`config.mk`:
```
export PLATFORM = sky130hd
export DESIGN_NAME = uart_tx_frame
export DESIGN_NICKNAME = d
export VERILOG_FILES = /design/src/rtl/uart_tx_frame.sv
export SDC_FILE = /design/constraint.sdc
export NUM_CORES = 1
export LEC_CHECK = 0
export BUFFER_PORTS_ARGS = -buffer_cell sky130_fd_sc_hd__buf_2
export CAP_MARGIN = 20
export CORE_ASPECT_RATIO = 0.6
export CORE_MARGIN = 1.5
export CORE_UTILIZATION = 53
export DETAILED_ROUTE_END_ITERATION = 10
export GPL_TIMING_DRIVEN = 0
export PLACE_DENSITY = 0.75
export REMOVE_ABC_BUFFERS = 1
export SKIP_LAST_GASP = 1
export SYNTH_ARGS = -nofsm -noshare
export SYNTH_HDL_FRONTEND = slang
export SYNTH_SLANG_ARGS = --single-unit
```
`constraint.sdc`:
```
create_clock -name CLK -period 2.5 [get_ports CLK]
set_clock_uncertainty 0.2 [all_clocks]
set_input_delay 0.25 -clock CLK [delete_from_list [all_inputs] [get_ports CLK]]
set_output_delay 0.25 -clock CLK [all_outputs]
set_load 0.02 [all_outputs]
```
`src/rtl/uart_tx_frame.sv`:
```
// UART transmit framer: start bit, LSB-first payload, optional parity, one stop bit.
// A one-entry holding buffer lets the next frame follow the stop bit with no idle gap.
module uart_tx_frame #(
    parameter int DATA_WIDTH = 8,
    parameter int DIV_WIDTH  = 8
) (
    input  logic                  CLK,
    input  logic                  RST,
    input  logic [DATA_WIDTH-1:0] P_DATA,
    input  logic                  DATA_VALID,
    output logic                  IN_READY,
    input  logic                  PAR_EN,
    input  logic                  PAR_TYP,
    input  logic [DIV_WIDTH-1:0]  CLKS_PER_BIT,
    output logic                  TX_OUT,
    output logic                  BUSY,
    output logic                  FRAME_DONE
);

    localparam int CNT_W = (DATA_WIDTH > 1) ? $clog2(DATA_WIDTH) : 1;

    typedef enum logic [2:0] {
        IDLE,
        START,
        DATA,
        PARITY,
        STOP
    } state_t;

    state_t                state_reg;
    logic [DIV_WIDTH-1:0]  div_reg;
    logic [DIV_WIDTH-1:0]  last_reg;
    logic [CNT_W-1:0]      bit_reg;
    logic [DATA_WIDTH-1:0] shift_reg;
    logic                  par_en_reg;
    logic                  par_bit_reg;
    logic [DATA_WIDTH-1:0] buf_reg;
    logic                  buf_full_reg;
    logic                  tx_reg;
    logic                  busy_reg;
    logic                  frame_done_reg;

    logic                  bit_tick;
    logic                  stop_end;
    logic                  accept;
    logic                  load_buf;
    logic                  load_direct;
    logic                  load_en;
    logic [DATA_WIDTH-1:0] load_byte;
    logic [DIV_WIDTH-1:0]  last_next;

    always_comb begin
        bit_tick    = (div_reg == last_reg);
        stop_end    = (state_reg == STOP) && bit_tick;
        accept      = DATA_VALID && !buf_full_reg;
        load_buf    = stop_end && buf_full_reg;
        // A fresh byte skips the buffer when the line is free now or frees up at this edge.
        load_direct = accept && ((state_reg == IDLE) || (stop_end && !buf_full_reg));
        load_en     = load_buf || load_direct;
        load_byte   = load_buf ? buf_reg : P_DATA;
        last_next   = (CLKS_PER_BIT > DIV_WIDTH'(1)) ? (CLKS_PER_BIT - DIV_WIDTH'(1)) : '0;
    end

    always_ff @(posedge CLK) begin
        if (RST) begin
            state_reg      <= IDLE;
            div_reg        <= '0;
            last_reg       <= '0;
            bit_reg        <= '0;
            shift_reg      <= '0;
            par_en_reg     <= 1'b0;
            par_bit_reg    <= 1'b0;
            buf_reg        <= '0;
            buf_full_reg   <= 1'b0;
            tx_reg         <= 1'b1;
            busy_reg       <= 1'b0;
            frame_done_reg <= 1'b0;
        end else begin
            frame_done_reg <= 1'b0;

            if (load_buf) begin
                buf_full_reg <= 1'b0;
            end else if (accept && !load_direct) begin
                buf_reg      <= P_DATA;
                buf_full_reg <= 1'b1;
            end

            if (load_en) begin
                // Frame settings are latched here so mid-frame changes only affect later frames.
                shift_reg   <= load_byte;
                par_en_reg  <= PAR_EN;
                par_bit_reg <= (^load_byte) ^ PAR_TYP;
                last_reg    <= last_next;
                div_reg     <= '0;
                bit_reg     <= '0;
                state_reg   <= START;
                tx_reg      <= 1'b0;
                busy_reg    <= 1'b1;
            end else begin
                case (state_reg)
                    IDLE: begin
                        tx_reg   <= 1'b1;
                        busy_reg <= 1'b0;
                    end
                    START: begin
                        if (bit_tick) begin
                            state_reg <= DATA;
                            div_reg   <= '0;
                            tx_reg    <= shift_reg[0];
                        end else begin
                            div_reg <= div_reg + DIV_WIDTH'(1);
                        end
                    end
                    DATA: begin
                        if (bit_tick) begin
                            div_reg <= '0;
                            if (bit_reg == CNT_W'(DATA_WIDTH - 1)) begin
                                if (par_en_reg) begin
                                    state_reg <= PARITY;
                                    tx_reg    <= par_bit_reg;
                                end else begin
                                    state_reg      <= STOP;
                                    tx_reg         <= 1'b1;
                                    frame_done_reg <= (last_reg == '0);
                                end
                            end else begin
                                bit_reg   <= bit_reg + CNT_W'(1);
                                shift_reg <= shift_reg >> 1;
                                tx_reg    <= shift_reg[1];
                            end
                        end else begin
                            div_reg <= div_reg + DIV_WIDTH'(1);
                        end
                    end
                    PARITY: begin
                        if (bit_tick) begin
                            state_reg      <= STOP;
                            div_reg        <= '0;
                            tx_reg         <= 1'b1;
                            frame_done_reg <= (last_reg == '0);
                        end else begin
                            div_reg <= div_reg + DIV_WIDTH'(1);
                        end
                    end
                    STOP: begin
                        if (bit_tick) begin
                            state_reg <= IDLE;
                            div_reg   <= '0;
                            tx_reg    <= 1'b1;
                            busy_reg  <= 1'b0;
                        end else begin
                            div_reg        <= div_reg + DIV_WIDTH'(1);
                            frame_done_reg <= ((div_reg + DIV_WIDTH'(1)) == last_reg);
                        end
                    end
                    default: begin
                        state_reg <= IDLE;
                        tx_reg    <= 1'b1;
                        busy_reg  <= 1'b0;
                    end
                endcase
            end
        end
    end

    assign TX_OUT     = tx_reg;
    assign BUSY       = busy_reg;
    assign FRAME_DONE = frame_done_reg;
    assign IN_READY   = !buf_full_reg;

endmodule

```
# --- After elaboration in Yosys (flattened, before gate mapping) ---
# Index checks and enable logic that the tools add are counted.
classes:
  n_bitwise: 4
  order_cmp: 1
  n_reduce_logical: 27
  add_sub_neg: 3
  n_eq_ne: 21
  muxes: 31
ops:
  columns: ["op", "n"]
  rows:
  - ["$mux 8", 7]
  - ["$mux 3", 6]
  - ["$eq 8x8->1", 2]
  - ["$ne 3x3->1 const B", 5]
  - ["$pmux 3 s5", 1]
  - ["$mux 1", 14]
  - ["$ne 2x2->1 const B", 7]
  - ["$reduce_and 6->1", 2]
  - ["$reduce_and 3->1", 3]
  - ["$add 8x1->8 const B", 1]
  - ["$gt 8x1->1 const B", 1]
  - ["$logic_not 8->1", 1]
  - ["$reduce_xor 8->1", 1]
  - ["$sub 8x1->8 const B", 1]
  - ["$eq 3x2->1 const B", 2]
  - ["$eq 3x3->1 const B", 2]
  - ["$logic_and 1x1->1", 6]
  - ["$pmux 1 s3", 2]
  - ["$reduce_or 2->1", 3]
  - ["$reduce_and 2->1", 2]
  - ["$reduce_bool 2->1", 2]
  - ["$reduce_or 4->1", 1]
  - ["$add 3x1->3 const B", 1]
  - ["$eq 3x1->1 const B", 1]
  - ["9 further kinds", 13]
totals:
  word_cells: 100
  register_bits: 44
  input_bits: 21
  out_inout_bits: 4

# --- Logic depth before layout (Yosys ltp) ---
depth:
  depth_word: 8
  ltp_mapped: 9
  ltp_nobuf: 7

# --- Least setup slack after synthesis ---
# OpenSTA, ideal clock, no wires.
synth_timing:
  path_type: "register to register"
  from: "register div_reg[2]"
  to: "register last_reg[5]"
  path_stages_with_launch: 10
  n_path_buf: 3
  slack_ps: -283
  required_ps: 2230
  arrival_ps: 2513
  path_cell_list: "dfxtp_1 > buf_6 > xor2_1 > or4_4 > or2_1 > buf_6 > a2111o_1 > or3_1 > buf_2 > o2bb2ai_1"
synth_via:
  elab_chain_len: 6
  elab_cells_between_ends: 7
  classes_between: "eq/ne (1); reduce/logical (6)"
synth_rtl:
  columns: ["element", "line", "text"]
  rows:
  - ["start, declared", "31", "logic [DIV_WIDTH-1:0] div_reg;"]
  - ["start signal, assigned", "111", "div_reg <= div_reg + DIV_WIDTH'(1);"]
  - ["start signal, assigned", "132", "div_reg <= div_reg + DIV_WIDTH'(1);"]
  - ["start signal, assigned", "142", "div_reg <= div_reg + DIV_WIDTH'(1);"]
  - ["$eq 8x8->1 *", "53", "bit_tick = (div_reg == last_reg);"]
  - ["$logic_and 1x1->1 *", "54", "stop_end = (state_reg == STOP) && bit_tick;"]
  - ["$logic_and 1x1->1", "58", "load_direct = accept && ((state_reg == IDLE) || (stop_end && !buf_full_reg));"]
  - ["$logic_or 1x1->1", "58", null]
  - ["$logic_and 1x1->1", "58", null]
  - ["$logic_or 1x1->1 *", "59", "load_en = load_buf || load_direct;"]
  - ["end signal, assigned", "93", "last_reg <= last_next;"]
  - ["end, declared", "32", "logic [DIV_WIDTH-1:0] last_reg;"]
# Mark *: on every way between the ends. The rest lies on a longest branch, timed or not.
# A chain may end at the register's enable or synchronous reset.

# --- Final worst setup path ---
layout_timing:
  from: "register last_reg[0]"
  to: "register last_reg[3]"
layout_via:
  elab_chain_len: 6
  elab_cells_between_ends: 7
  classes_between: "eq/ne (1); reduce/logical (6)"
layout_rtl:
  columns: ["element", "line"]
  rows:
  - ["$eq 8x8->1 *", "53"]
  - ["$logic_and 1x1->1 *", "54"]
  - ["$logic_and 1x1->1", "58"]
  - ["$logic_or 1x1->1", "58"]
  - ["$logic_and 1x1->1", "58"]
  - ["$logic_or 1x1->1 *", "59"]
# Marks and branches as above.

==> results.yml <==
floorplanning:
  num_rows: 18
  core_mm2: 0.00428
  die_h_um: 55.8
  die_w_um: 91.0
  die_area_mm2: 0.00508
  io_pins: 25
  start_util_pct: 57.6
logic_synthesis:
  async_flop_share_pct: 0
  yosysUniqueCellTypes: 39
  synth_area_leader_cell: "dfxtp_1"
  ys_seq_area_share_pct: 35.8
  ys_ff_latch: 44
  yosysTopAreaCellShare_pct: 35.8
  synth_edf_count: 0
  yosys.cell_count.top_type: "dfxtp_1"
  synthFlopType: "dfxtp_1"
  ys_top_cells_by_area: "dfxtp_1 36%, xnor2_1 8.2%, xor2_1 5.0%"
  netlist_instances: 282
  synth_area_mm2: 0.00246
  ys_warn_count: 0
  netlist_top_cells_count: "44 x dfxtp_1, 30 x nor2_1, 24 x a21oi_1, 23 x xnor2_1, 16 x nand2_1"
  syn_avg_cell_area_um2: 8.74
layout:
  drive_gt1_share_pct: 36.4
  final_cells: 384
  syn_to_final_growth_pct: 27.0
  nets: 350
  utilization_pct: 73.1
  fillCellCount: 317
  antennaDiodeCount: 0
critical_path:
  cp-end-kind: "register"
  arrival_ns: 2.72
  rrSetupSlack_ns: -0.18
  criticalPathCategory: "register to register"
  cp_data_required_time_ns: 2.53
  r2r_cells: 6
  start_kind: "register"
  r2r-start: "last_reg[0]$_SDFFE_PP0P_"
  r2r-end: "last_reg[3]$_SDFFE_PP0P_"
  crit_fanout: 8
drt:
  vias: 2266
  initialDrtViolationCount: 171
  firstDrtPassIters: 5
  drc_errors: 0
  drtAntennaViolNets: 0
  avgViaCountPerCell: 5.90
  post_drt_wl_per_cell_um: 17.0
  drt-total-wl_um: 6510
pwr:
  p_int_uw: 1280
  p_sw_uw: 684
  clock_power_share_pct: 22.3
  powerDensity_mw_per_mm2: 628
  netSwitchingFraction_pct: 34.8
  power_frac_comb_pct: 35.6
  power_frac_seq_pct: 42.1
  p_leak_uw: 0.00118
  p_total_uw: 1960
  ir_drop_mv: 0.362
job:
  drv_cap: 0
placement:
  dpl.hpwl_um: 3870
  gp_congestion: 0.854
  port_buffers: 24
  placed_cells: 350
global_route:
  grt_max_degree: 27
  overflow: 0
  grt_usage_pct: 25.7
  grt_pass1_vias: 1874
  antenna_found_initial: 0
  grt_pass1_wl_um: 10100
clocking:
  clock_sinks: 44
  clockBufferDepth: 2
  cts_root_buf: "clkbuf_8"
  clk_latency_ns: 0.30
  cts_tree: "done"
  clk_pin_slew_ns: 0.08
  numCtsBuffers: 5
  htreeDepth: 2
run_status:
  failed_checks: "setup timing"
  status: "complete, but fails checks"
sta:
  fin_ws_ns: -0.184
  whs_ns: 0.00943
  fin_crit_sh_pct: 107
  worst_pin_slew_ns: 0.812
  clock.fmax_mhz: 373
  drv_slew: 0
  finalSetupViolations: 35
  rsz0062_at_grt: "true"
  hold_viol: 0
  slew-limit-headroom_pct: 45.7
  setup_tns_ns: -4.61
  fin_crit_ns: 2.68
min_path:
  whs_endpoint: "last_reg[0]$_SDFFE_PP0P_"
  hp-start: "CLKS_PER_BIT[0]"
  hold_depth: 2
  hold_path.class: "input port to register"
[through the flow]
stage               setup WS [ns]  cell area [um2]
floorplan                  -0.406             2390
global placement           -0.761             2580
detailed placement         -0.790             2580
CTS                        -0.138             2990
global route               -0.247             3130
finish                     -0.184             3130
[cells by family after synthesis]
kind of cell	Yosys count	share of synthesized area [%]
flip-flops	44	35.8
AND/OR/NAND/NOR	97	21.0
AO/OA/AOI/OAI	61	16.2
multiplexers	18	7.72
adder cells (fa/ha/maj)	5	2.54
XOR/XNOR	37	13.2
buffers and inverters	20	3.71
[power by group through the flow]
stage                     clock network (uW)  registers [uW]  logic, uW
after CTS                                433             821        613
after global routing                     467             835        759
after detailed placement                   0             836        456
final                                    437             827        700
after floorplan                            0             828        334
after global placement                     0             835        449
[layout make-up]
type | instances | area [um2] | share of cell area [%]
Inverter | 4 | 15.0 | 0.480
Tap cell | 60 | 75.1 | 2.40
Multi-Input combinational cell | 220 | 1700 | 54.3
Sequential cell | 44 | 913 | 29.2
Clock buffer | 6 | 72.6 | 2.32
Clock inverter | 1 | 5.00 | 0.160
Timing Repair Buffer | 49 | 349 | 11.2
[placed cells by master, fill, tap and decap left out, types with 9 or more instances in the layout]
cell,Yosys,routed
xor2_1,14,12
a21oi_1,24,19
mux2i_1,10,10
nor2_1,30,25
nand2_1,16,14
xnor2_1,23,23
nand3_1,10,9
o21ai_0,14,12
buf_4,0,17
dfxtp_1,44,32
buf_2,1,24
[worst max path at each step]
stage / startpoint / to / cells after the start
after floorplan: last_reg[6]$_SDFFE_PP0P_ / last_reg[0]$_SDFFE_PP0P_ / 6
after global placement: div_reg[3]$_SDFFE_PP0P_ / last_reg[2]$_SDFFE_PP0P_ / 6
after detailed placement: div_reg[3]$_SDFFE_PP0P_ / last_reg[3]$_SDFFE_PP0P_ / 6
after CTS: last_reg[0]$_SDFFE_PP0P_ / last_reg[3]$_SDFFE_PP0P_ / 6
after global routing: last_reg[0]$_SDFFE_PP0P_ / last_reg[6]$_SDFFE_PP0P_ / 6
final: last_reg[0]$_SDFFE_PP0P_ / last_reg[3]$_SDFFE_PP0P_ / 6
[worst max-delay path, cell delays in order (launching register included)]
cell,delay [ns]
dfxtp_4,0.36
xor2_2,0.17
or4_4,0.57
or2_4,0.27
a2111o_2,0.47
or3_4,0.42
o2bb2ai_2,0.15
[per-layer routing]
metal / wire [um] / track usage (%) / share of wire (%)
met2: 2610 / 32.8 / 40
met1: 3180 / 41.8 / 49
met3: 659 / 4.92 / 10
met5: 0 / 0 / 0
met4: 70 / 7.37 / 1.1
[timing repair]
action | in CTS | in global routing
hold buffers | 1 | 0
endpoints found under the hold margin | 1 | 0
resized for setup | 51 | 25
pin swaps | 27 | 6
buffers inserted | 18 | 8
cloned | 3 | 0
endpoints found under the setup margin | 44 | 35
No activity file was read; power rests on OpenSTA's default activity.
